### config.mk
export PLATFORM = sky130hd
export DESIGN_NAME = ex_alu
export DESIGN_NICKNAME = d
export VERILOG_FILES = /design/src/rtl/ex_alu_pkg.sv /design/src/rtl/ex_alu_shifter.sv /design/src/rtl/ex_alu.sv
export SDC_FILE = /design/constraint.sdc
export NUM_CORES = 1
export LEC_CHECK = 0
export CAP_MARGIN = 0
export CELL_PAD_IN_SITES_DETAIL_PLACEMENT = 2
export CELL_PAD_IN_SITES_GLOBAL_PLACEMENT = 2
export CORE_MARGIN = 2
export CORE_UTILIZATION = 37
export CTS_CLUSTER_DIAMETER = 30
export DETAILED_ROUTE_END_ITERATION = 10
export GPL_TIMING_DRIVEN = 0
export MAX_ROUTING_LAYER = met4
export PLACE_DENSITY = 0.87
export SLEW_MARGIN = 10
export SYNTH_ARGS = -nofsm -noshare
export SYNTH_HDL_FRONTEND = slang
export SYNTH_SLANG_ARGS = --single-unit
### constraint.sdc
create_clock -name clk -period 12.6 [get_ports clk]
set_input_delay 1.89 -clock clk [delete_from_list [all_inputs] [get_ports clk]]
set_output_delay 1.89 -clock clk [all_outputs]
set_load 0.02 [all_outputs]
### src/rtl/ex_alu_pkg.sv
// RV32I_definitions: shared Execute-stage ALU definitions.
//   - `ALU_ADD .. `ALU_PASSB : op encodings as text macros, for legacy decode code
//   - alu_op_t               : the same encodings as a typed enum
//   - shift_mode_t           : mode select for ex_alu_shifter
// Optional feature macro used by ex_alu: ALU_ILLEGAL_CHECK_EN.

`define ALU_ADD   4'd0
`define ALU_SUB   4'd1
`define ALU_AND   4'd2
`define ALU_OR    4'd3
`define ALU_XOR   4'd4
`define ALU_SLL   4'd5
`define ALU_SRL   4'd6
`define ALU_SRA   4'd7
`define ALU_SLT   4'd8
`define ALU_SLTU  4'd9
`define ALU_EQ    4'd10
`define ALU_NE    4'd11
`define ALU_GE    4'd12
`define ALU_GEU   4'd13
`define ALU_PASSB 4'd14

package RV32I_definitions;

    localparam int unsigned XLen = 32;

    typedef enum logic [3:0] {
        AluAdd   = `ALU_ADD,
        AluSub   = `ALU_SUB,
        AluAnd   = `ALU_AND,
        AluOr    = `ALU_OR,
        AluXor   = `ALU_XOR,
        AluSll   = `ALU_SLL,
        AluSrl   = `ALU_SRL,
        AluSra   = `ALU_SRA,
        AluSlt   = `ALU_SLT,
        AluSltu  = `ALU_SLTU,
        AluEq    = `ALU_EQ,
        AluNe    = `ALU_NE,
        AluGe    = `ALU_GE,
        AluGeu   = `ALU_GEU,
        AluPassb = `ALU_PASSB,
        AluRsvd  = 4'd15
    } alu_op_t;

    typedef enum logic [1:0] {
        ShiftLeft  = 2'd0,
        ShiftRight = 2'd1,
        ShiftArith = 2'd2
    } shift_mode_t;

endpackage

### src/rtl/ex_alu_shifter.sv
// ex_alu_shifter: 32-bit combinational barrel shifter.
// Ports:
//   data_i  in  32  value to shift
//   amt_i   in   5  shift amount (0 returns data_i unchanged)
//   mode_i  in      left / logical right / arithmetic right
//   data_o  out 32  shifted value

module ex_alu_shifter
    import RV32I_definitions::*;
(
    input  logic [XLen-1:0] data_i,
    input  logic [4:0]      amt_i,
    input  shift_mode_t     mode_i,
    output logic [XLen-1:0] data_o
);

    always_comb begin
        data_o = data_i;
        case (mode_i)
            ShiftLeft:  data_o = data_i << amt_i;
            ShiftRight: data_o = data_i >> amt_i;
            ShiftArith: data_o = $unsigned($signed(data_i) >>> amt_i);
            default:    data_o = data_i;
        endcase
    end

endmodule

### src/rtl/ex_alu.sv
// ex_alu: RV32I Execute-stage integer ALU with a one-cycle registered copy.
// Ports:
//   clk            in   1  pipeline clock
//   resetn         in   1  synchronous active-low reset of the registered outputs
//   ALU_op         in   4  operation select (alu_op_t encodings)
//   ALU_op1        in  32  operand A
//   ALU_op2        in  32  operand B (only B[4:0] used for shifts)
//   ALU_result     out 32  combinational result
//   ALU_zero       out  1  combinational, result == 0
//   ALU_result_q   out 32  ALU_result registered
//   ALU_zero_q     out  1  ALU_zero registered (resets to 1)
//   ALU_illegal_q  out  1  registered op == 15 flag, only with ALU_ILLEGAL_CHECK_EN

module ex_alu
    import RV32I_definitions::*;
(
    input  logic            clk,
    input  logic            resetn,
    input  logic [3:0]      ALU_op,
    input  logic [XLen-1:0] ALU_op1,
    input  logic [XLen-1:0] ALU_op2,
    output logic [XLen-1:0] ALU_result,
    output logic            ALU_zero,
    output logic [XLen-1:0] ALU_result_q,
    output logic            ALU_zero_q
`ifdef ALU_ILLEGAL_CHECK_EN
    ,
    output logic            ALU_illegal_q
`endif
);

    alu_op_t         op;
    shift_mode_t     shift_mode;
    logic [XLen-1:0] shift_res;
    logic            lt_s;
    logic            lt_u;

    assign op   = alu_op_t'(ALU_op);
    assign lt_s = $signed(ALU_op1) < $signed(ALU_op2);
    assign lt_u = ALU_op1 < ALU_op2;

    always_comb begin
        shift_mode = ShiftLeft;
        case (op)
            AluSrl:  shift_mode = ShiftRight;
            AluSra:  shift_mode = ShiftArith;
            default: shift_mode = ShiftLeft;
        endcase
    end

    ex_alu_shifter u_shifter (
        .data_i (ALU_op1),
        .amt_i  (ALU_op2[4:0]),
        .mode_i (shift_mode),
        .data_o (shift_res)
    );

    always_comb begin
        ALU_result = '0;
        case (op)
            AluAdd:   ALU_result = ALU_op1 + ALU_op2;
            AluSub:   ALU_result = ALU_op1 - ALU_op2;
            AluAnd:   ALU_result = ALU_op1 & ALU_op2;
            AluOr:    ALU_result = ALU_op1 | ALU_op2;
            AluXor:   ALU_result = ALU_op1 ^ ALU_op2;
            AluSll,
            AluSrl,
            AluSra:   ALU_result = shift_res;
            AluSlt:   ALU_result = {31'd0, lt_s};
            AluSltu:  ALU_result = {31'd0, lt_u};
            AluEq:    ALU_result = {31'd0, ALU_op1 == ALU_op2};
            AluNe:    ALU_result = {31'd0, ALU_op1 != ALU_op2};
            AluGe:    ALU_result = {31'd0, ~lt_s};
            AluGeu:   ALU_result = {31'd0, ~lt_u};
            AluPassb: ALU_result = ALU_op2;
            default:  ALU_result = '0;
        endcase
    end

    assign ALU_zero = (ALU_result == '0);

    always_ff @(posedge clk) begin
        if (!resetn) begin
            ALU_result_q <= '0;
            ALU_zero_q   <= 1'b1;
        end else begin
            ALU_result_q <= ALU_result;
            ALU_zero_q   <= ALU_zero;
        end
    end

`ifdef ALU_ILLEGAL_CHECK_EN
    always_ff @(posedge clk) begin
        if (!resetn) begin
            ALU_illegal_q <= 1'b0;
        end else begin
            ALU_illegal_q <= (op == AluRsvd);
        end
    end
`endif

endmodule

==> flow_metrics.env <==
export IMPL_outcome="finished, final reports clean"
export IMPL_vias=15900
export IMPL_grt_pass1_wl_mm=117
export IMPL_overflow=0
export IMPL_ir_worst_vdd_mv=0.0574
export IMPL_nets=1908
export IMPL_drt_iter0_markers=2035
export IMPL_synth_area_um2=11600
export IMPL_syn_avg_cell_area_um2=7.32
export IMPL_synth_main_ff_cell="dfxtp_1"
export IMPL_hp_start="resetn"
export IMPL_switchingPower_uw=532
export IMPL_worstPathRequired_ns=10.71
export IMPL_period_share_pct=86.3
export IMPL_synth_top_area_share_pct=11.7
export IMPL_hold_worst_slack_ns=2.33
export IMPL_wl_per_cell_um=38.6
export IMPL_area_growth_pct=17.6
export IMPL_cts_sinks=33
export IMPL_final_cells=2128
export IMPL_rsz0062_at_grt="no"
export IMPL_start_util_pct=37.7
export IMPL_startpoint_type="input port"
export IMPL_io_buffers=134
export IMPL_p_leak_uw=0.00537
export IMPL_synth_area_leaders="ha_1 12%, mux4_2 8.7%, dfxtp_1 5.7%"
export IMPL_internal_power_uw=435
export IMPL_finalSetupViolCount=0
export IMPL_cts_path_max_buffers=2
export IMPL_power_frac_clock_pct=12.8
export IMPL_criticalPathCategory="input port to output pin"
export IMPL_post_cts_setup_buffer_count=0
export IMPL_powerDensity_nw_per_um2=70.9
export IMPL_htree_levels=2
export IMPL_critPathArrivalTime_ns=8.98
export IMPL_worstMarginPinSlew_ns=1.26
export IMPL_p_comb_share_pct=75.0
export IMPL_layout_drive_gt1_share_pct=9.84
export IMPL_syn_inst=1584
export IMPL_postSynth_asyncResetShare_pct=0
export IMPL_core_area_um2=30700
export IMPL_yosysUniqueCellTypes=105
export IMPL_crit_fanout=11
export IMPL_root_buffer="clkbuf_16"
export IMPL_yosysMostFrequentCell="nand2_1"
export IMPL_ys_ff_latch=33
export IMPL_pin_count=136
export IMPL_routed_wl_mm=82.2
export IMPL_grt_util_all_layers_pct=49.8
export IMPL_die_y_um=181
export IMPL_slew_violations=0
export IMPL_relSlewSlack_pct=15.6
export IMPL_hpwl_mm=66.8
export IMPL_syn_nets=1764
export IMPL_cts_tree="built"
export IMPL_p_seq_share_pct=12.2
export IMPL_final_area_um2=13600
export IMPL_drc_errors=0
export IMPL_grt_max_degree=14
export IMPL_fin_setup_tns_ns=0
export IMPL_vias_per_cell=7.47
export IMPL_dp_cells=2117
export IMPL_fmax_mhz=92.0
export IMPL_postCtsHoldBufs=0
export IMPL_cp_endpoint="ALU_zero"
export IMPL_switching_share_pct=55.0
export IMPL_cts_buffers_inserted=5
export IMPL_yosys_area_top_type="ha_1"
export IMPL_synth_edff_count=0
export IMPL_antenna_left=0
export IMPL_synth_common_cells="146 x nand2_1, 123 x a21oi_1, 108 x ha_1"
export IMPL_hold_viol=0
export IMPL_first_pass_iters=8
export IMPL_hp_class="input port to flop"
export IMPL_dieArea_um2=32800
export IMPL_endpoint_kind="output pin"
export IMPL_cts_resized=0
export IMPL_post_route_min_period_ns=10.87
export IMPL_max_cap_violations=0
export IMPL_yosysSeqAreaShare_pct=5.70
export IMPL_gp_congestion=1.09
export IMPL_grt_pass1_vias=16500
export IMPL_place_area_um2=13500
export IMPL_worstSetupStartpoint="ALU_op2[1]"
export IMPL_setup_slack_ns=1.73
export IMPL_die_x_um=181
export IMPL_antenna_found_initial=4
export IMPL_worst_setup_hold_path_clk_slew_ns=0.05
export IMPL_synth_yosys_warnings=0
export IMPL_floorplan_rows=64
export IMPL_dp_slack_ns=2.12
## sequential cells by signal, indices dropped and copies added, names as in the netlist
| name | flops |
|---|---|
| ALU_zero_q | 1 |
| ALU_result_q | 32 |
## power groups by stage
stage / registers, uW / clock network (uW) / logic, uW
3_5_place_dp: 120 / 0 / 683
5_1_grt: 118 / 128 / 742
2_1_floorplan: 131 / 0 / 374
4_1_cts: 118 / 123 / 691
3_3_place_gp: 118 / 0 / 657
6_report: 118 / 124 / 725
## critical path: stages
cell and delay [ns]:
clkdlybuf4s50_1 0.59, buf_6 0.24, buf_6 0.21, buf_6 0.21, buf_6 0.22, clkinv_1 0.58, fa_1 0.74, nand3b_1 0.22
nand2_1 0.15, a41oi_2 0.32, o311ai_1 0.89, a41oi_1 0.25, a211oi_1 0.38, mux2_2 0.22, o22ai_1 0.13, or4_1 0.66
nor4_1 0.36, clkdlybuf4s50_1 0.67
## metal layers
| layer | global-route usage (%) | part of all wire [%] | vias to the layer above |
|---|---|---|---|
| li1 | - | - | 6292 |
| met1 | 55.3 | 36 | 7872 |
| met2 | 78.7 | 44 | 1275 |
| met3 | 10.2 | 10 | 447 |
| met4 | 38.4 | 9.6 | 0 |
| met5 | - | 0 | - |
## cells by family (layout without fill, tap and decap cells)
group	after synthesis	count (layout)	synth area share (%)
buffers and inverters	243	387	9.23
other	0	4	0
XOR/XNOR	24	24	1.81
multiplexers	137	137	17.0
flip-flops	33	33	5.70
AO/OA/AOI/OAI	540	540	32.5
adder cells (fa/ha/maj)	110	110	12.0
AND/OR/NAND/NOR	497	497	21.8
## worst min path at each step
stage	endpoint	depth (start not counted)
after floorplan	ALU_result_q[16]	1
after global placement	ALU_result_q[16]	2
after detailed placement	ALU_result_q[2]	2
after CTS	ALU_result_q[7]	2
after global routing	ALU_result_q[7]	2
final	ALU_result_q[7]	2
## placed cells by master (no fill, tap or decap), drive strengths merged, types with 16 or more instances in the layout
cell,instances
inv,108
a221oi,21
buf,66
mux2i,63
a22oi,27
mux4,45
dfxtp,33
a21oi,128
clkbuf,77
nor2,99
nand3,31
mux2,29
nand4,20
a211oi,30
o211ai,31
o21ai,84
o31ai,22
a31oi,20
clkdlybuf4s50,134
nand2,146
nor4,26
nor3,35
o221ai,16
ha,108
nor2b,23
o22ai,26
xnor2,23
and2,40
## cell type report
class                   instances  area, um2
inverters                     110        413
fillers                      3649      17100
repair buffers                137       1360
well taps                     396        495
plain buffers                 133        658
flip-flops and latches         33        661
diodes                          4       10.0
clock buffers                   7        143
multi-input cells            1308       9890
## metrics by stage
stage	total power [uW]	utilization, %
after floorplan	505	-
after global placement	775	43.7
after detailed placement	803	43.9
after CTS	932	44.3
after global routing	989	44.3
final	967	44.3
(Power assumes the default switching activity.)
